File: src/rtl/hazard_stall_unit_pkg.sv
// Shared definitions for the hazard/stall controller: FSM encodings, the
// hard-wired zero register, and the load-use detection helper.
package hazard_stall_unit_pkg;

  typedef enum logic [1:0] {
    ST_IDLE       = 2'd0,
    ST_JUMP_FLUSH = 2'd1,
    ST_BR_RESOLVE = 2'd2,
    ST_BR_FLUSH   = 2'd3
  } hsu_state_e;

  localparam logic [4:0] REG_ZERO = 5'd0;

  // A load in EX feeding an operand that ID actually reads; r0 never creates a dependency.
  function automatic logic load_use_hit(
    input logic       ex_mem_read,
    input logic [4:0] ex_rw,
    input logic [4:0] id_rs,
    input logic [4:0] id_rt,
    input logic       use_shamt,
    input logic       use_immed
  );
    logic rs_hit;
    logic rt_hit;
    rs_hit = (ex_rw == id_rs) && !use_shamt;
    rt_hit = (ex_rw == id_rt) && !use_immed;
    return ex_mem_read && (ex_rw != REG_ZERO) && (rs_hit || rt_hit);
  endfunction

endpackage

File: src/rtl/hazard_stall_unit_if.sv
// ID/EX hazard information in, fetch/ID-EX control and perf counters out.
// master = pipeline side that drives the hazard info, slave = the stall unit.
interface hazard_stall_unit_if #(
  parameter int CNT_W = 16
);
  logic [4:0]       ID_Rs;
  logic [4:0]       ID_Rt;
  logic             UseShamt;
  logic             UseImmed;
  logic             ID_Jump;
  logic             ID_Branch;
  logic             EX_MemRead;
  logic [4:0]       EX_Rw;
  logic             EX_BranchTaken;
  logic             PCWrite;
  logic             IFWrite;
  logic             Bubble;
  logic [CNT_W-1:0] StallCount;
  logic [CNT_W-1:0] FlushCount;

  modport master (
    output ID_Rs, ID_Rt, UseShamt, UseImmed, ID_Jump, ID_Branch,
    output EX_MemRead, EX_Rw, EX_BranchTaken,
    input  PCWrite, IFWrite, Bubble, StallCount, FlushCount
  );

  modport slave (
    input  ID_Rs, ID_Rt, UseShamt, UseImmed, ID_Jump, ID_Branch,
    input  EX_MemRead, EX_Rw, EX_BranchTaken,
    output PCWrite, IFWrite, Bubble, StallCount, FlushCount
  );
endinterface

File: src/rtl/hazard_stall_unit_sat_counter.sv
// Up-counter that sticks at all-ones instead of wrapping; synchronous clear wins over inc.
module sat_counter #(
  parameter int W = 16
) (
  input  logic         CLK,
  input  logic         clr_i,
  input  logic         inc_i,
  output logic [W-1:0] count_o
);

  logic [W-1:0] count_q;
  logic [W-1:0] count_d;
  logic [W-1:0] max_s;
  logic [W-1:0] one_s;

  assign max_s = {W{1'b1}};
  assign one_s = {{(W-1){1'b0}}, 1'b1};

  always_comb begin
    count_d = count_q;
    if (clr_i) begin
      count_d = {W{1'b0}};
    end else if (inc_i && (count_q != max_s)) begin
      count_d = count_q + one_s;
    end else begin
      count_d = count_q;
    end
  end

  always_ff @(posedge CLK) begin
    count_q <= count_d;
  end

  assign count_o = count_q;

endmodule

File: src/rtl/hazard_stall_unit.sv
// Resolves load-use and control hazards by freezing PC / IF-ID and injecting
// ID/EX bubbles; Mealy outputs from the registered FSM state, plus perf counters.
module hazard_stall_unit
  import hazard_stall_unit_pkg::*;
#(
  parameter int CNT_W = 16
) (
  input  logic                CLK,
  input  logic                Reset,
  hazard_stall_unit_if.slave  hz
);

  hsu_state_e state_q;
  hsu_state_e state_d;

  logic pc_write_s;
  logic if_write_s;
  logic bubble_s;
  logic hit_s;
  logic flush_inc_s;
  logic stall_inc_s;

  logic [CNT_W-1:0] stall_count_s;
  logic [CNT_W-1:0] flush_count_s;

  assign hit_s = load_use_hit(hz.EX_MemRead, hz.EX_Rw, hz.ID_Rs, hz.ID_Rt,
                              hz.UseShamt, hz.UseImmed);

  always_comb begin
    state_d     = state_q;
    pc_write_s  = 1'b1;
    if_write_s  = 1'b1;
    bubble_s    = 1'b0;
    flush_inc_s = 1'b0;
    if (Reset) begin
      state_d    = ST_IDLE;
      pc_write_s = 1'b0;
      if_write_s = 1'b0;
      bubble_s   = 1'b1;
    end else begin
      case (state_q)
        // Load-use beats branch beats jump; a stalled branch is re-examined next cycle.
        ST_IDLE: begin
          if (hit_s) begin
            pc_write_s = 1'b0;
            if_write_s = 1'b0;
            bubble_s   = 1'b1;
          end else if (hz.ID_Branch) begin
            pc_write_s = 1'b0;
            if_write_s = 1'b0;
            state_d    = ST_BR_RESOLVE;
          end else if (hz.ID_Jump) begin
            if_write_s = 1'b0;
            state_d    = ST_JUMP_FLUSH;
          end else begin
            state_d = ST_IDLE;
          end
        end
        ST_JUMP_FLUSH: begin
          bubble_s    = 1'b1;
          flush_inc_s = 1'b1;
          state_d     = ST_IDLE;
        end
        ST_BR_RESOLVE: begin
          if_write_s = 1'b0;
          bubble_s   = 1'b1;
          if (hz.EX_BranchTaken) begin
            state_d = ST_BR_FLUSH;
          end else begin
            state_d = ST_IDLE;
          end
        end
        ST_BR_FLUSH: begin
          bubble_s    = 1'b1;
          flush_inc_s = 1'b1;
          state_d     = ST_IDLE;
        end
        default: begin
          pc_write_s = 1'b0;
          if_write_s = 1'b0;
          bubble_s   = 1'b1;
          state_d    = ST_IDLE;
        end
      endcase
    end
  end

  always_ff @(posedge CLK) begin
    if (Reset) begin
      state_q <= ST_IDLE;
    end else begin
      state_q <= state_d;
    end
  end

  assign stall_inc_s = !Reset && !pc_write_s;

  sat_counter #(.W(CNT_W)) u_stall_cnt (
    .CLK     (CLK),
    .clr_i   (Reset),
    .inc_i   (stall_inc_s),
    .count_o (stall_count_s)
  );

  sat_counter #(.W(CNT_W)) u_flush_cnt (
    .CLK     (CLK),
    .clr_i   (Reset),
    .inc_i   (flush_inc_s),
    .count_o (flush_count_s)
  );

  assign hz.PCWrite    = pc_write_s;
  assign hz.IFWrite    = if_write_s;
  assign hz.Bubble     = bubble_s;
  assign hz.StallCount = stall_count_s;
  assign hz.FlushCount = flush_count_s;

endmodule

File: src/flat_wrapper.sv
// flat-port wrapper written by rule: the top's interface ports become plain ports
module hazard_stall_unit_flat import hazard_stall_unit_pkg::*;
#(
  parameter int CNT_W = 16
)
  (CLK, Reset, hz_ID_Rs, hz_ID_Rt, hz_UseShamt, hz_UseImmed, hz_ID_Jump, hz_ID_Branch, hz_EX_MemRead, hz_EX_Rw, hz_EX_BranchTaken, hz_PCWrite, hz_IFWrite, hz_Bubble, hz_StallCount, hz_FlushCount);
  hazard_stall_unit_if #(.CNT_W(CNT_W)) hz_i ();
  input  logic CLK;
  input  logic Reset;
  input wire logic [$bits(hz_i.ID_Rs)-1:0] hz_ID_Rs;
  input wire logic [$bits(hz_i.ID_Rt)-1:0] hz_ID_Rt;
  input wire logic [$bits(hz_i.UseShamt)-1:0] hz_UseShamt;
  input wire logic [$bits(hz_i.UseImmed)-1:0] hz_UseImmed;
  input wire logic [$bits(hz_i.ID_Jump)-1:0] hz_ID_Jump;
  input wire logic [$bits(hz_i.ID_Branch)-1:0] hz_ID_Branch;
  input wire logic [$bits(hz_i.EX_MemRead)-1:0] hz_EX_MemRead;
  input wire logic [$bits(hz_i.EX_Rw)-1:0] hz_EX_Rw;
  input wire logic [$bits(hz_i.EX_BranchTaken)-1:0] hz_EX_BranchTaken;
  output wire logic [$bits(hz_i.PCWrite)-1:0] hz_PCWrite;
  output wire logic [$bits(hz_i.IFWrite)-1:0] hz_IFWrite;
  output wire logic [$bits(hz_i.Bubble)-1:0] hz_Bubble;
  output wire logic [$bits(hz_i.StallCount)-1:0] hz_StallCount;
  output wire logic [$bits(hz_i.FlushCount)-1:0] hz_FlushCount;
  assign hz_i.ID_Rs = hz_ID_Rs;
  assign hz_i.ID_Rt = hz_ID_Rt;
  assign hz_i.UseShamt = hz_UseShamt;
  assign hz_i.UseImmed = hz_UseImmed;
  assign hz_i.ID_Jump = hz_ID_Jump;
  assign hz_i.ID_Branch = hz_ID_Branch;
  assign hz_i.EX_MemRead = hz_EX_MemRead;
  assign hz_i.EX_Rw = hz_EX_Rw;
  assign hz_i.EX_BranchTaken = hz_EX_BranchTaken;
  assign hz_PCWrite = hz_i.PCWrite;
  assign hz_IFWrite = hz_i.IFWrite;
  assign hz_Bubble = hz_i.Bubble;
  assign hz_StallCount = hz_i.StallCount;
  assign hz_FlushCount = hz_i.FlushCount;
  hazard_stall_unit #(.CNT_W(CNT_W)) u_core (.CLK(CLK), .Reset(Reset), .hz(hz_i));
endmodule
File: config.mk
export PLATFORM = sky130hd
export DESIGN_NAME = hazard_stall_unit_flat
export DESIGN_NICKNAME = d
export VERILOG_FILES = /design/src/rtl/hazard_stall_unit_pkg.sv /design/src/rtl/hazard_stall_unit_if.sv /design/src/rtl/hazard_stall_unit_sat_counter.sv /design/src/rtl/hazard_stall_unit.sv /design/src/flat_wrapper.sv
export SDC_FILE = /design/constraint.sdc
export NUM_CORES = 1
export LEC_CHECK = 0
export ABC_AREA = 1
export CORE_MARGIN = 3
export CORE_UTILIZATION = 50
export CTS_CLUSTER_SIZE = 24
export DETAILED_ROUTE_END_ITERATION = 10
export GPL_TIMING_DRIVEN = 1
export PLACE_DENSITY = 0.83
export REMOVE_ABC_BUFFERS = 1
export SKIP_LAST_GASP = 1
export SLEW_MARGIN = 10
export SYNTH_ARGS = -nofsm -noshare
export SYNTH_HDL_FRONTEND = slang
export SYNTH_HIERARCHICAL = 1
export SYNTH_SLANG_ARGS = --single-unit
export TNS_END_PERCENT = 20
File: constraint.sdc
create_clock -name CLK -period 5.4 [get_ports CLK]
set_clock_uncertainty 0.2 [all_clocks]
set_input_delay 0.54 -clock CLK [delete_from_list [all_inputs] [get_ports CLK]]
set_output_delay 0.54 -clock CLK [all_outputs]
set_load 0.005 [all_outputs]
After elaboration in Yosys (flattened, before gate mapping) --
Index checks and enable logic that the tools add are counted.
Storage, ports and cells: register bits 34, input bits 23, bits in read-only memories 0, memories 0, output and inout port bits 35, latch bits 0, memory bits (writable) 0
Operators by class: add/sub/neg operators 2, divide/modulo/power cells 0, equal/unequal tests 8, shifts and indexed selects 0, bitwise logic cells 0, mux-type cells 19, reduce and logical (&&, ||, !) cells 16, multiply operators 0, $lt $le $gt $ge 0
Operators by type and width (number):
- adder 16 x 1 -> 16 bit, second input constant | 2
- inequality test 16 bit, second input constant | 2
- two-way mux 1 bit | 13
- equality test 5 bit | 2
- logical AND 1 bit | 7
- two-way mux 2 bit | 3
- one-hot mux 2 bit (3 select lines) | 1
- nonzero test 5 bit | 1
- equality test 2 bit, second input constant | 2
- zero test 1 bit | 4
- one-hot mux 1 bit (2 select lines) | 2
- OR reduction 3 bit | 1
- equality test 2 x 1 -> 1 bit, second input constant | 1
- zero test 2 bit | 1
- inequality test 2 bit, second input constant | 1
- OR reduction 2 bit | 1
- logical OR 1 bit | 1

Longest topological paths before layout --
Gate-level depths: netlist of run 1.
depth in word-level cells 10, mapped depth 16

Hierarchy --
The synthesis of run 1 kept the hierarchy.
By module, submodules not included:
- sat_counter | cells each 149, area an instance 929.6 um2, times used 2, sequential area each 320.3 um2
- hazard_stall_unit | cells each 84, area an instance 386.6 um2, times used 1, sequential area each 40.0 um2

Least setup slack after synthesis of run 1 --
Ideal clock, no wire load.
kind in2reg, start input port hz_EX_Rw[3], end register u_core.u_stall_cnt.count_q[13], in the netlist u_core/u_stall_cnt/count_o[13], required time 5.085 ns, arrival time 1.827 ns, path buffers 1, setup slack 3.258 ns, library setup time 0.115 ns, cell stages on the path 15, path through inv_1 -> nand2_1 -> nand2_1 -> nor2_1 -> nand3_1 -> nand2_2 -> nand2_2 -> a21oi_2 -> buf_2 -> nand3_1 -> or2_0 -> nor2_1 -> nand3_1 -> nand2_1 -> nor2_1
Between the ends: longest elaborated chain between the ends 10
RTL lines:
- from (decl) | line flat_wrapper.sv:17 | input wire logic [$bits(hz_i.EX_Rw)-1:0] hz_EX_Rw;
- equality test 5 bit (on tied branches) | line hazard_stall_unit_pkg.sv:25, hazard_stall_unit_pkg.sv:26
- logical AND 1 bit (on tied branches) | line hazard_stall_unit_pkg.sv:25, hazard_stall_unit_pkg.sv:26
- logical OR 1 bit | line hazard_stall_unit_pkg.sv:27 | return ex_mem_read && (ex_rw != REG_ZERO) && (rs_hit || rt_hit);
- logical AND 1 bit (*) | line hazard_stall_unit_pkg.sv:27
- two-way mux 1 bit (*) | line hazard_stall_unit.sv:44 | if (hit_s) begin
- two-way mux 1 bit (*) | line hazard_stall_unit.sv:41 | case (state_q)
- two-way mux 1 bit (*) | line hazard_stall_unit.sv:35 | if (Reset) begin
- zero test 1 bit (*) | line hazard_stall_unit.sv:96 | assign stall_inc_s = !Reset && !pc_write_s;
- logical AND 1 bit (*) | line hazard_stall_unit.sv:96
- named net u_core.stall_inc_s | line hazard_stall_unit.sv:21 | logic stall_inc_s;
- logical AND 1 bit (*) | line hazard_stall_unit_sat_counter.sv:23 | end else if (inc_i && (count_q != max_s)) begin
- to (signal assigned) | line hazard_stall_unit_sat_counter.sv:31 | count_q <= count_d;
- to (decl) | line hazard_stall_unit_sat_counter.sv:11 | logic [W-1:0] count_q;
The timed path passes the listed nets; every way through them passes the cells marked *. A chain may end at the register's enable or synchronous reset.

Worst setup path after layout of run 1 --
start input port hz_EX_Rw[0], end output port hz_PCWrite
Between the ends: longest elaborated chain between the ends 7
RTL lines:
- equality test 5 bit (on tied branches) | line hazard_stall_unit_pkg.sv:25, hazard_stall_unit_pkg.sv:26
- logical AND 1 bit (on tied branches) | line hazard_stall_unit_pkg.sv:25, hazard_stall_unit_pkg.sv:26
- logical OR 1 bit | line hazard_stall_unit_pkg.sv:27
- logical AND 1 bit (*) | line hazard_stall_unit_pkg.sv:27
- two-way mux 1 bit (*) | line hazard_stall_unit.sv:44
- two-way mux 1 bit (*) | line hazard_stall_unit.sv:41
- two-way mux 1 bit (*) | line hazard_stall_unit.sv:35
- to (decl) | line flat_wrapper.sv:19 | output wire logic [$bits(hz_i.PCWrite)-1:0] hz_PCWrite;
Mark *: on every way between the ends. The rest lies on a longest branch, timed or not.

==> results.py, run 1 <==
metrics = {
    "status": {
        "outcome": "complete, no violations",
    },
    "routing": {
        "ant_nets": 0,
        "highest_layer": "met4",
        "dr.first_iter.drc_count": 191,
        "vias": 2508,
        "met1_length_um": 2500,
        "via_per_inst": 5.09,
        "drt_wl_total_um": 5570,
        "wl_met2_um": 2680,
        "first_pass_iters": 5,
        "post-route-drc-count": 0,
        "wl_met3_um": 294,
        "wl_per_cell_um": 11.3,
    },
    "cts": {
        "clockRootBuffer": "clkbuf_8",
        "cts_setup_buffers": 0,
        "cts_buffer_depth": 2,
        "htree_levels": 2,
        "clk_pin_slew_worst_paths_ns": 0.07,
        "clkSinkCount": 34,
        "clock_latency_ns": 0.29,
        "cts_tree": "done",
        "cts_buffers": 5,
        "cts_hold_buf": 0,
        "cts_resized": 0,
    },
    "placed_design": {
        "numPortBuffers": 57,
        "dp_hpwl_um": 4340,
        "routabilityCongestion": 0.889,
        "dpl_worst_slack_ns": 2.44,
    },
    "grt": {
        "grt_pass1_wl_um": 9680,
        "grt-ovfl-total": 0,
        "grt_pass1_vias": 2302,
        "antenna_found_initial": 0,
        "grt_max_degree": 17,
        "grt_util_all_layers_pct": 22.6,
    },
    "yosys": {
        "synth.area.top_cells": "dfxtp_1, nand2_1, nor2_1",
        "ys_ff_latch": 34,
        "syn_inst": 382,
        "yosys.area.top_type_share_pct": 30.3,
        "synth_cell_types": 23,
        "netlist_area_um2": 2250,
        "synth_most_common_cell": "nand2_1",
        "async_flop_share_pct": 0,
        "yosys-top-cells-count": "nand2_1, nor2_1, inv_1",
        "synth-edff-count": 0,
        "synth-seq-area-share_pct": 30.3,
        "ys.flop_type": "dfxtp_1",
        "yosysWarnings": 6,
        "synth_top_area_cell": "dfxtp_1",
        "avgSynthCellArea_um2": 5.88,
    },
    "worst_setup_path": {
        "crit_type": "input port to output port",
        "start_kind": "input port",
        "crit_required_ns": 4.66,
        "crit_arrival_ns": 2.22,
        "cp_max_fo": 3,
        "cp-end-kind": "output port",
    },
    "floorplanning": {
        "boundaryPins": 58,
        "die_x_um": 73.0,
        "row_count": 23,
        "die-area_um2": 5330,
        "start_util_pct": 53.8,
        "die_y_um": 73.0,
        "core_um2": 4170,
    },
    "sta": {
        "period_needed_ns": 2.96,
        "max_slew_margin_pct": 65.0,
        "tns_ns": 0,
        "max_freq_ghz": 0.338,
        "hold_viol_final": 0,
        "fin_crit_sh_pct": 54.8,
        "setup_ws_ns": 2.44,
        "setup_viol": 0,
        "worstMarginPinSlew_ns": 0.525,
        "final_max_slew_viol_count": 0,
        "rsz0062_at_grt": "false",
    },
    "final_layout": {
        "area_delta_synth_final_pct": 31.1,
        "utilization_pct": 70.6,
        "nNetsFinal": 467,
        "n_antenna_cell": 0,
        "drive_above_1_share_pct": 10.6,
    },
    "run": {
        "drv_cap": 0,
    },
    "power_and_ir_drop": {
        "leakage_nw": 1.26,
        "power_density_nw_per_um2": 177,
        "power.total_mw": 0.520,
        "ir_drop_uv": 126,
    },
    "hold_path": {
        "hold_class": "register to register",
    },
}
state kept, by name, summed over array words and instances (netlist names):
| signal | count |
|---|---|
| u_core/u_flush_cnt/count_o | 16 |
| u_core/u_stall_cnt/count_o | 16 |
| u_core/state_q | 2 |
stage by stage:
step / hold slack, ns / instances / instance area (um2)
floorplan: 0.309 / 378 / 2220
global placement: 0.311 / 485 / 2850
detailed placement: 0.322 / 485 / 2850
CTS: 0.335 / 493 / 2950
global route: 0.362 / 493 / 2950
finish: 0.328 / 493 / 2950
layout make-up:
class / count / area [um2]
clock inverters: 1 / 5.00
fillers: 372 / 1230
well taps: 50 / 62.6
clock buffers: 7 / 86.3
inverters: 42 / 158
flip-flops and latches: 34 / 681
repair buffers: 57 / 571
multi-input cells: 302 / 1380
final timing paths:
| check | start | endpoint | slack [ns] | cells after the start |
|---|---|---|---|---|
| worst max-delay path | hz_EX_Rw[0] | hz_PCWrite | 2.44 | 11 |
| worst min-delay path | u_core/u_stall_cnt/count_o[1] | u_core/u_stall_cnt/count_o[1] | 0.33 | 2 |
| worst max register to register | u_core/state_q[0] | u_core/u_flush_cnt/count_o[14] | 3.50 | 9 |
| worst min register to register | u_core/u_stall_cnt/count_o[1] | u_core/u_stall_cnt/count_o[1] | 0.33 | 2 |
worst max-delay path, cell delays in order:
cell             delay, ns
clkdlybuf4s50_1       0.52
inv_2                 0.06
nand2_1               0.06
nand2_1               0.05
nor2_1                0.12
nand3_1               0.10
nand2_2               0.10
nand3_2               0.06
nand2_2               0.10
nor2_1                0.04
clkdlybuf4s50_1       0.46
cell families (layout without fill, tap and decap cells):
kind of cell / count (synthesis) / count (layout) / synth area share (%)
buf+inv: 46 / 107 / 8.13
compound gates: 18 / 18 / 4.23
fa+ha+maj: 2 / 2 / 1.11
simple gates: 282 / 282 / 56.2
flops: 34 / 34 / 30.3
cells in the final DEF (no fill, tap or decap), types with 6 or more instances in the layout:
cell type,n
nand2_1,123
nor2_1,83
clkdlybuf4s50_1,57
inv_1,39
dfxtp_1,34
nand3_1,28
nor2_2,21
a21oi_1,14
nand2_2,8
nand4_1,7
clkbuf_8,6
where the power goes:
group          internal (mW)  switching [mW]
clock                  0.103          0.0919
combinational         0.0345          0.0342
sequential             0.254         0.00304
total                  0.391           0.129
metal layers:
| metal | vias up | GRT usage [%] |
|---|---|---|
| met5 | - | 0 |
| met4 | 0 | 7.17 |
| met3 | 12 | 5.10 |
| met2 | 84 | 39.4 |
| met1 | 1109 | 27.3 |
| li1 | 1303 | - |
No activity file was read; power rests on OpenSTA's default activity.
==> inputs of run 2 (changes only) <==
CORE_UTILIZATION = 44   (was 50)
PLACE_DENSITY = 0.77   (was 0.83)
clock period = 2.7 ns   (was 5.4 ns; I/O delays follow)
==> run 2 against run 1 <==
  * Hold slack got worse by 0.0015 ns
  * Power rose by 93%
  * First-iteration DRC count fell by 26%
  * Largest power group unchanged
  * Non-clock buffer count rose by 2
  * Sequential share of layout area fell by 0.17 points
  * Critical path depth did not move
  * Core utilization fell by 9.0 points
  * Highest routed layer unchanged
  * Via count fell by 1.5%
  * Critical path type unchanged
  * Global-route usage fell by 3.1 points
==> results.py, run 2 (same netlist as run 1, synthesis figures left out) <==
metrics = {
    "placed_design": {
        "routabilityCongestion": 0.907,
        "numPortBuffers": 57,
        "dpl_worst_slack_ns": 0.129,
        "dp_hpwl_um": 4330,
        "placed_cells": 504,
        "dpl-instance-area_um2": 2890,
    },
    "sta": {
        "worstMarginPinSlew_ns": 0.505,
        "setup_ws_ns": 0.266,
        "timing.hold.ws_ns": 0.326,
        "final_max_slew_viol_count": 0,
        "max_freq_ghz": 0.411,
        "tns_ns": 0,
        "max_slew_margin_pct": 66.3,
        "period_needed_ns": 2.43,
        "hold_viol_final": 0,
        "rsz0062_at_grt": "false",
        "setup_viol": 0,
        "fin_crit_sh_pct": 90.2,
    },
    "final_layout": {
        "drive_above_1_share_pct": 10.6,
        "layout_common_cells": "nand2_1, nor2_1, clkdlybuf4s50_1",
        "final_area_um2": 2970,
        "n_antenna_cell": 0,
        "area_delta_synth_final_pct": 32.1,
        "nNetsFinal": 469,
        "utilization_pct": 61.6,
        "layout_commonest_cell": "nand2_1",
        "fin_cells": 511,
    },
    "routing": {
        "vias": 2470,
        "first_pass_iters": 4,
        "wl_per_cell_um": 10.7,
        "post-route-drc-count": 0,
        "drt_wl_total_um": 5480,
        "dr.first_iter.drc_count": 142,
        "via_per_inst": 4.83,
        "ant_nets": 0,
    },
    "floorplanning": {
        "die_x_um": 77.4,
        "boundaryPins": 58,
        "start_util_pct": 46.6,
        "die_y_um": 77.4,
        "die-area_um2": 6000,
        "row_count": 25,
        "core_um2": 4820,
    },
    "grt": {
        "grt_busiest_layer": "met2",
        "use_met1_pct": 22.8,
        "grt_max_degree": 17,
        "use_met3_pct": 3.94,
        "grt-ovfl-total": 0,
        "grt_util_all_layers_pct": 19.5,
        "antenna_found_initial": 0,
        "use_met2_pct": 35.9,
        "grt_pass1_wl_um": 9800,
        "grt_pass1_vias": 2313,
    },
    "power_and_ir_drop": {
        "power_density_nw_per_um2": 339,
        "leakage_nw": 1.26,
        "ir_drop_uv": 264,
        "power.total_mw": 1.01,
    },
    "cts": {
        "clkSinkCount": 34,
        "cts_buffer_depth": 2,
        "cts_buffers": 5,
        "cts_hold_buf": 0,
        "clock_latency_ns": 0.28,
        "clockRootBuffer": "clkbuf_8",
        "htree_levels": 2,
        "cts_setup_buffers": 0,
        "cts_tree": "done",
        "cts_resized": 0,
        "clk_pin_slew_worst_paths_ns": 0.07,
    },
    "worst_setup_path": {
        "startpoint": "hz_EX_Rw[1]",
        "start_kind": "input port",
        "cp_max_fo": 3,
        "cp-end-kind": "output port",
        "crit_arrival_ns": 1.96,
        "crit_required_ns": 2.23,
        "crit_type": "input port to output port",
        "r2r-start": "u_core/u_stall_cnt/count_o[0]",
    },
    "hold_path": {
        "hold_class": "register to register",
        "hp-start": "u_core/u_flush_cnt/count_o[1]",
    },
    "run": {
        "drv_cap": 0,
    },
    "status": {
        "outcome": "complete, no violations",
    },
}
[run 2: cell count changes in the layout (fill, tap and decap cells not counted)]
cell,change
buf_4,+2
clkbuf_8,-1
clkbuf_1,+1
clkinv_2,-1
[run 2: path summary, 6_finish.rpt]
kind | endpoint | slack, ns | cells after the start
max | hz_IFWrite | 0.27 | 11
min | u_core/u_flush_cnt/count_o[1] | 0.33 | 2
max reg2reg | u_core/u_stall_cnt/count_o[14] | 0.91 | 7
min reg2reg | u_core/u_flush_cnt/count_o[1] | 0.33 | 2
[run 2: power breakdown]
part / internal, mW / switching (mW) / leakage, nW
logic: 0.0710 / 0.0687 / 0.943
clock network: 0.178 / 0.174 / 0.0383
registers: 0.508 / 0.00651 / 0.275
[run 2: routing by layer]
| metal | vias to the layer above | share of wire, % |
|---|---|---|
| met4 | 0 | 0.69 |
| met3 | 6 | 3.4 |
| met2 | 48 | 50 |
| li1 | 1304 | - |
| met5 | - | 0 |
| met1 | 1112 | 46 |
[run 2: critical path, stage by stage]
cell             delay [ns]
clkdlybuf4s50_1        0.51
inv_2                  0.06
nand2_1                0.05
nand2_1                0.05
nor2_1                 0.15
nand3_1                0.11
nand2_2                0.09
nand2_2                0.08
nand2_1                0.06
o21ai_1                0.06
clkdlybuf4s50_1        0.47
[run 2: cell type report]
cell class / count / area [um2]
Clock buffer: 7 / 76.3
Fill cell: 482 / 1850
Inverter: 42 / 158
Multi-Input combinational cell: 302 / 1380
Sequential cell: 34 / 681
Tap cell: 67 / 83.8
Timing Repair Buffer: 59 / 586
